`config.mk`:
```
export PLATFORM = sky130hd
export DESIGN_NAME = instr_mem_loader
export DESIGN_NICKNAME = d
export VERILOG_FILES = /design/src/rtl/instr_mem_loader_pkg.sv /design/src/rtl/instr_mem_loader.sv
export SDC_FILE = /design/constraint.sdc
export NUM_CORES = 1
export LEC_CHECK = 0
export CAP_MARGIN = 20
export CORE_UTILIZATION = 49
export CTS_CLUSTER_DIAMETER = 200
export DETAILED_ROUTE_END_ITERATION = 10
export PLACE_DENSITY = 0.79
export REMOVE_ABC_BUFFERS = 1
export SLEW_MARGIN = 5
export SYNTH_ARGS = -nofsm -noshare
export SYNTH_HDL_FRONTEND = slang
export SYNTH_SLANG_ARGS = --single-unit
```
`constraint.sdc`:
```
create_clock -name clk -period 2.18 [get_ports clk]
set_clock_uncertainty 0.05 [all_clocks]
set_input_delay 0.545 -clock clk [delete_from_list [all_inputs] [get_ports clk]]
set_output_delay 0.545 -clock clk [all_outputs]
set_load 0.1 [all_outputs]
```
`src/rtl/instr_mem_loader_pkg.sv`:
```
// Shared processor package: loader FSM encoding and image-length constants.
// Imported by the boot loader and anything that decodes its state.
package instr_mem_loader_pkg;

    // Image length arrives as two stream bytes, high byte first
    localparam int LEN_WIDTH = 16;
    localparam int LEN_BYTE  = 8;

    typedef enum logic [2:0] {
        S_IDLE,
        S_LEN_HI,
        S_LEN_LO,
        S_INSTR,
        S_ARG,
        S_WRITE,
        S_FIN
    } loader_state_t;

    function automatic logic len_too_big(
        input logic [LEN_WIDTH-1:0] len,
        input int                   addr_width
    );
        return 32'(len) > (32'd1 << addr_width);
    endfunction

endpackage

```
`src/rtl/instr_mem_loader.sv`:
```
// Streams a length-prefixed {instr, arg} byte image into instruction memory
// while holding the CPU fetch path in reset.
module instr_mem_loader
    import instr_mem_loader_pkg::*;
#(
    parameter int DATA_WIDTH        = 8,
    parameter int ADDR_WIDTH        = 12,
    parameter int INSTRUCTION_WIDTH = 16
) (
    input  logic                         clk,
    input  logic                         reset,
    input  logic                         START,
    input  logic [DATA_WIDTH-1:0]        IN_DATA,
    input  logic                         IN_VALID,
    output logic                         IN_READY,
    output logic                         MEM_WE,
    output logic [ADDR_WIDTH-1:0]        MEM_ADDR,
    output logic [INSTRUCTION_WIDTH-1:0] MEM_DATA,
    output logic                         CPU_HOLD,
    output logic                         DONE,
    output logic                         ERR
);

    loader_state_t state;
    loader_state_t state_next;

    logic [LEN_BYTE-1:0]   len_hi;
    logic [LEN_WIDTH-1:0]  len;
    logic [LEN_WIDTH-1:0]  len_word;
    logic [ADDR_WIDTH:0]   count;
    logic [ADDR_WIDTH:0]   count_inc;
    logic [DATA_WIDTH-1:0] instr;
    logic [DATA_WIDTH-1:0] arg;
    logic                  err_q;
    logic                  err_set;
    logic                  accept;

    assign accept    = IN_VALID && IN_READY;
    assign len_word  = {len_hi, IN_DATA[LEN_BYTE-1:0]};
    assign count_inc = count + 1'b1;

    // Counter is one bit wider than the address so a full image ends without wrap
    assign MEM_ADDR = count[ADDR_WIDTH-1:0];
    assign MEM_DATA = {instr, arg};
    assign ERR      = err_q;

    always_comb begin
        state_next = state;
        IN_READY   = 1'b0;
        MEM_WE     = 1'b0;
        DONE       = 1'b0;
        err_set    = 1'b0;
        CPU_HOLD   = (state != S_IDLE);
        unique case (state)
            S_IDLE: begin
                if (START) begin
                    state_next = S_LEN_HI;
                end
            end
            S_LEN_HI: begin
                IN_READY = 1'b1;
                if (IN_VALID) begin
                    state_next = S_LEN_LO;
                end
            end
            S_LEN_LO: begin
                IN_READY = 1'b1;
                if (IN_VALID) begin
                    if (len_word == '0) begin
                        state_next = S_FIN;
                    end else if (len_too_big(len_word, ADDR_WIDTH)) begin
                        err_set    = 1'b1;
                        state_next = S_IDLE;
                    end else begin
                        state_next = S_INSTR;
                    end
                end
            end
            S_INSTR: begin
                IN_READY = 1'b1;
                if (IN_VALID) begin
                    state_next = S_ARG;
                end
            end
            S_ARG: begin
                IN_READY = 1'b1;
                if (IN_VALID) begin
                    state_next = S_WRITE;
                end
            end
            S_WRITE: begin
                MEM_WE = 1'b1;
                if (LEN_WIDTH'(count_inc) == len) begin
                    state_next = S_FIN;
                end else begin
                    state_next = S_INSTR;
                end
            end
            S_FIN: begin
                DONE       = 1'b1;
                state_next = S_IDLE;
            end
            default: begin
                state_next = S_IDLE;
            end
        endcase
    end

    always_ff @(posedge clk or posedge reset) begin
        if (reset) begin
            state <= S_IDLE;
        end else begin
            state <= state_next;
        end
    end

    always_ff @(posedge clk or posedge reset) begin
        if (reset) begin
            len_hi <= '0;
            len    <= '0;
        end else if (state == S_LEN_HI && accept) begin
            len_hi <= IN_DATA[LEN_BYTE-1:0];
        end else if (state == S_LEN_LO && accept) begin
            len <= len_word;
        end
    end

    always_ff @(posedge clk or posedge reset) begin
        if (reset) begin
            count <= '0;
        end else if (state == S_IDLE && START) begin
            count <= '0;
        end else if (state == S_WRITE) begin
            count <= count_inc;
        end
    end

    always_ff @(posedge clk or posedge reset) begin
        if (reset) begin
            instr <= '0;
            arg   <= '0;
        end else if (state == S_INSTR && accept) begin
            instr <= IN_DATA;
        end else if (state == S_ARG && accept) begin
            arg <= IN_DATA;
        end
    end

    always_ff @(posedge clk or posedge reset) begin
        if (reset) begin
            err_q <= 1'b0;
        end else begin
            err_q <= err_set;
        end
    end

endmodule

```
==> metrics.txt <==
number of H-tree branching levels 3; final clock period utilization by the worst path 0.985; type of the worst min-delay path flip-flop to flip-flop; largest family of logic cells by synthesized area multiplexers; ratio of cells with drive above 1 in the final layout 0.378; vias per cell 5.59; final setup fails 0; vias post-DR 2,315; Die X-Extent 80.5 um; routability-driven placement congestion ratio 0.774; number of hold-slack violations in the final timing report 0; Final WS setup 0.0323 ns; Place WS -0.150 ns; number of pins with negative max-slew slack in the final report 0; mux cell area share after synthesis 0.156; Compound-Gate Fraction of Synth Area 0.107; most used standard cells in the synthesized netlist 57 x sky130_fd_sc_hd__dfrtp_1, 40 x sky130_fd_sc_hd__mux2_2, 22 x sky130_fd_sc_hd__o21ai_0; number of violations of the max-capacitance limit 0; DIE AREA 6470 sq um; kind of start point of the critical path flip-flop; start point of the worst hold path instr[6]; number of global-route vias before repair 2,312; maximum clock path buffer count 2; run status finished, final reports clean; number of synthesized flops with an enable pin 0; simple-gate portion of the synthesized area 0.153; dominant register cell in the synthesized netlist sky130_fd_sc_hd__dfrtp_1; starting DRC count in detailed routing 119; cell-by-cell trace of the critical path or3_1 > and2_1 > buf_12; maximum ir drop on the vdd rail 0.00134 V; wire length of the first global-routing pass 11,200 um; insertion delay to the later sink of the worst-skew pair 0.33 ns; reg-to-reg setup timing slack 0.12 ns; number of buffers created by CTS 9; sequential area share after synthesis 0.473; area share of the leading cell type in the synthesized netlist 0.473; Synth Area in XOR/XNOR 0.0465; category of the most critical setup path flip-flop to output port; post-layout minimum cycle time 2.15 ns; share of power burned in registers 0.299; y dimension of the die 80.5 um; Gate Count Post-Synth 276; adder and majority gate portion of the synthesized area 0.00415; Post-Route WL 6680 um; switching power 2.95 mW; #FFs+latches synth 57; total standard cell area after synthesis 3020 sq um; proportion of total power due to net switching 0.481; count of inserted antenna diode cells 0; worst reg-to-reg path cell count 7; total congestion overflow 0; maximum number of pins on one net before global-route repair 58; cell with the biggest individual delay on the critical path sky130_fd_sc_hd__dfrtp_2; TritonCTS clock tree yes; internal power contribution 3.18 mW; highest fanout seen on the critical path 8; PortBufs 44; Worst setup EP type output port; placeable core region 5920 sq um; Required @ worst endpoint 1.58 ns; hpwl dp 4870 um; static leakage power 1.76 nW; power per standard cell area 1550 nW/um^2; first-pass iteration count of the detailed router 4; final net count 349; most used standard cell by instance count after synthesis sky130_fd_sc_hd__dfrtp_1; filler instances 448; sum of internal, switching and leakage power 6.13 mW; root cell of the clock tree sky130_fd_sc_hd__clkbuf_8; RSZ-0062 raised after global routing yes; Max Freq 466 MHz; final routed DRC violation total 0; worst flop-to-flop path startpoint count[1]; count of distinct cell types in the synthesized netlist 47; starting utilization of the core area 0.510; largest cells by area after synthesis sky130_fd_sc_hd__dfrtp_1 47%, sky130_fd_sc_hd__mux2_2 15%, sky130_fd_sc_hd__o21ai_0 3.6%; Avg Synthesized Cell Area 10.9 sq um; GR Util All Layers 0.235; share of async-settable or async-resettable flops after synthesis 1.00; wire length per cell after detailed routing 16.1 um; area added between synthesis and finish 31.2%; crit-path max cell delay 0.45 ns; slew at the pin with the worst max-slew slack 0.343 ns; largest area contributor in the netlist sky130_fd_sc_hd__dfrtp_1; Top Ports 45; worst reg2reg path endpoint state[2]; Slew HR 0.771; worst-case hold path end point instr[6]; initial antenna violation count 0; Gate power share 0.548; number of clock sinks 57; antenna viol nets, final 0; site row count 28; Clk network pwr share 0.153; Worst Path Arrival 1.55 ns; depth of the worst hold-timing path 1; total of warnings raised by yosys 0; Clk pin slew, worst setup/hold paths 0.06 ns
[metrics by stage]
step | area (sq um) | utilization | TNS, ns | std cells | hold WS [ns]
2_1_floorplan | 2850 | - | -4.79 | 252 | 0.432
3_3_place_gp | 3760 | 0.636 | -0.697 | 400 | 0.441
3_5_place_dp | 3760 | 0.636 | -1.57 | 400 | 0.444
4_1_cts | 3950 | 0.667 | 0 | 414 | 0.458
5_1_grt | 3960 | 0.668 | -0.0413 | 414 | 0.476
6_report | 3960 | 0.668 | 0 | 414 | 0.458
[layer usage]
metal  track usage  vias up  wire, um
met5             0        -         0
li1              -     1116         -
met4         0.104        0       104
met2         0.387       56      3380
met1         0.295     1132      2920
met3        0.0511       11       272
[timing repair]
action,CTS,global route
setup buffers,0,0
setup endpoints to repair,1,6
gates resized for setup,1,3
hold buffers,0,0
[cell usage in the layout, fill, tap and decap left out, types with 5 or more instances in the layout]
cell	instances
sky130_fd_sc_hd__nand2_1	16
sky130_fd_sc_hd__o21ai_0	22
sky130_fd_sc_hd__a21oi_1	9
sky130_fd_sc_hd__xnor2_1	6
sky130_fd_sc_hd__clkdlybuf4s50_1	11
sky130_fd_sc_hd__nor3_1	5
sky130_fd_sc_hd__nor2_1	12
sky130_fd_sc_hd__buf_12	20
sky130_fd_sc_hd__nand4_1	5
sky130_fd_sc_hd__and2_1	6
sky130_fd_sc_hd__buf_4	42
sky130_fd_sc_hd__a31oi_1	5
sky130_fd_sc_hd__mux2_2	40
sky130_fd_sc_hd__nand3_1	9
sky130_fd_sc_hd__xor2_1	10
sky130_fd_sc_hd__o31ai_1	6
sky130_fd_sc_hd__dfrtp_1	55
sky130_fd_sc_hd__clkbuf_8	10
sky130_fd_sc_hd__and3_1	5
[area by class of cell]
cell class	instances	area, sq um	share of cell area
Sequential cell	57	1430	0.361
Clock buffer	10	138	0.0348
Clock inverter	4	45.0	0.0114
Inverter	3	11.3	0.00285
Multi-Input combinational cell	192	1420	0.358
Tap cell	75	93.8	0.0237
Timing Repair Buffer	73	826	0.209
[registers in the layout (all words and copies together) (netlist names)]
name	flops
state	3
ERR	1
len	16
count	13
len_hi	8
instr	8
arg	8
[worst max-delay path: cells and delay by family, from the launching register on]
kind	cells	cell delay, ns
DFF	1	0.45
buffers and inverters	1	0.17
and+or+nand+nor	2	0.60
[power groups by stage]
stage / combinational (mW) / clock [mW] / sequential, mW
6_report: 3.36 / 0.937 / 1.83
5_1_grt: 3.53 / 1.00 / 1.89
4_1_cts: 3.38 / 0.953 / 1.83
3_5_place_dp: 3.37 / 0 / 1.84
3_3_place_gp: 3.30 / 0 / 1.81
2_1_floorplan: 1.21 / 0 / 2.99
[worst max-delay path by stage]
stage          slack (ns)  endpoint        from
3_5_place_dp        -0.15  state[1]  IN_DATA[3]
2_1_floorplan       -0.64  IN_READY    state[0]
3_3_place_gp        -0.09  state[1]  IN_DATA[3]
6_report             0.03  IN_READY    state[0]
5_1_grt             -0.03  IN_READY    state[0]
4_1_cts              0.01  IN_READY    state[0]
[logic make-up (layout without fill, tap and decap cells)]
group	Yosys count	count (layout)
adders and majority gates	1	1
muxes	42	42
xor gates and xnor gates	16	16
and+or+nand+nor	81	81
buffers and inverters	27	90
AOI/OAI and AO/OA	52	52
DFF	57	57
Power figures use the tool's default switching activity.
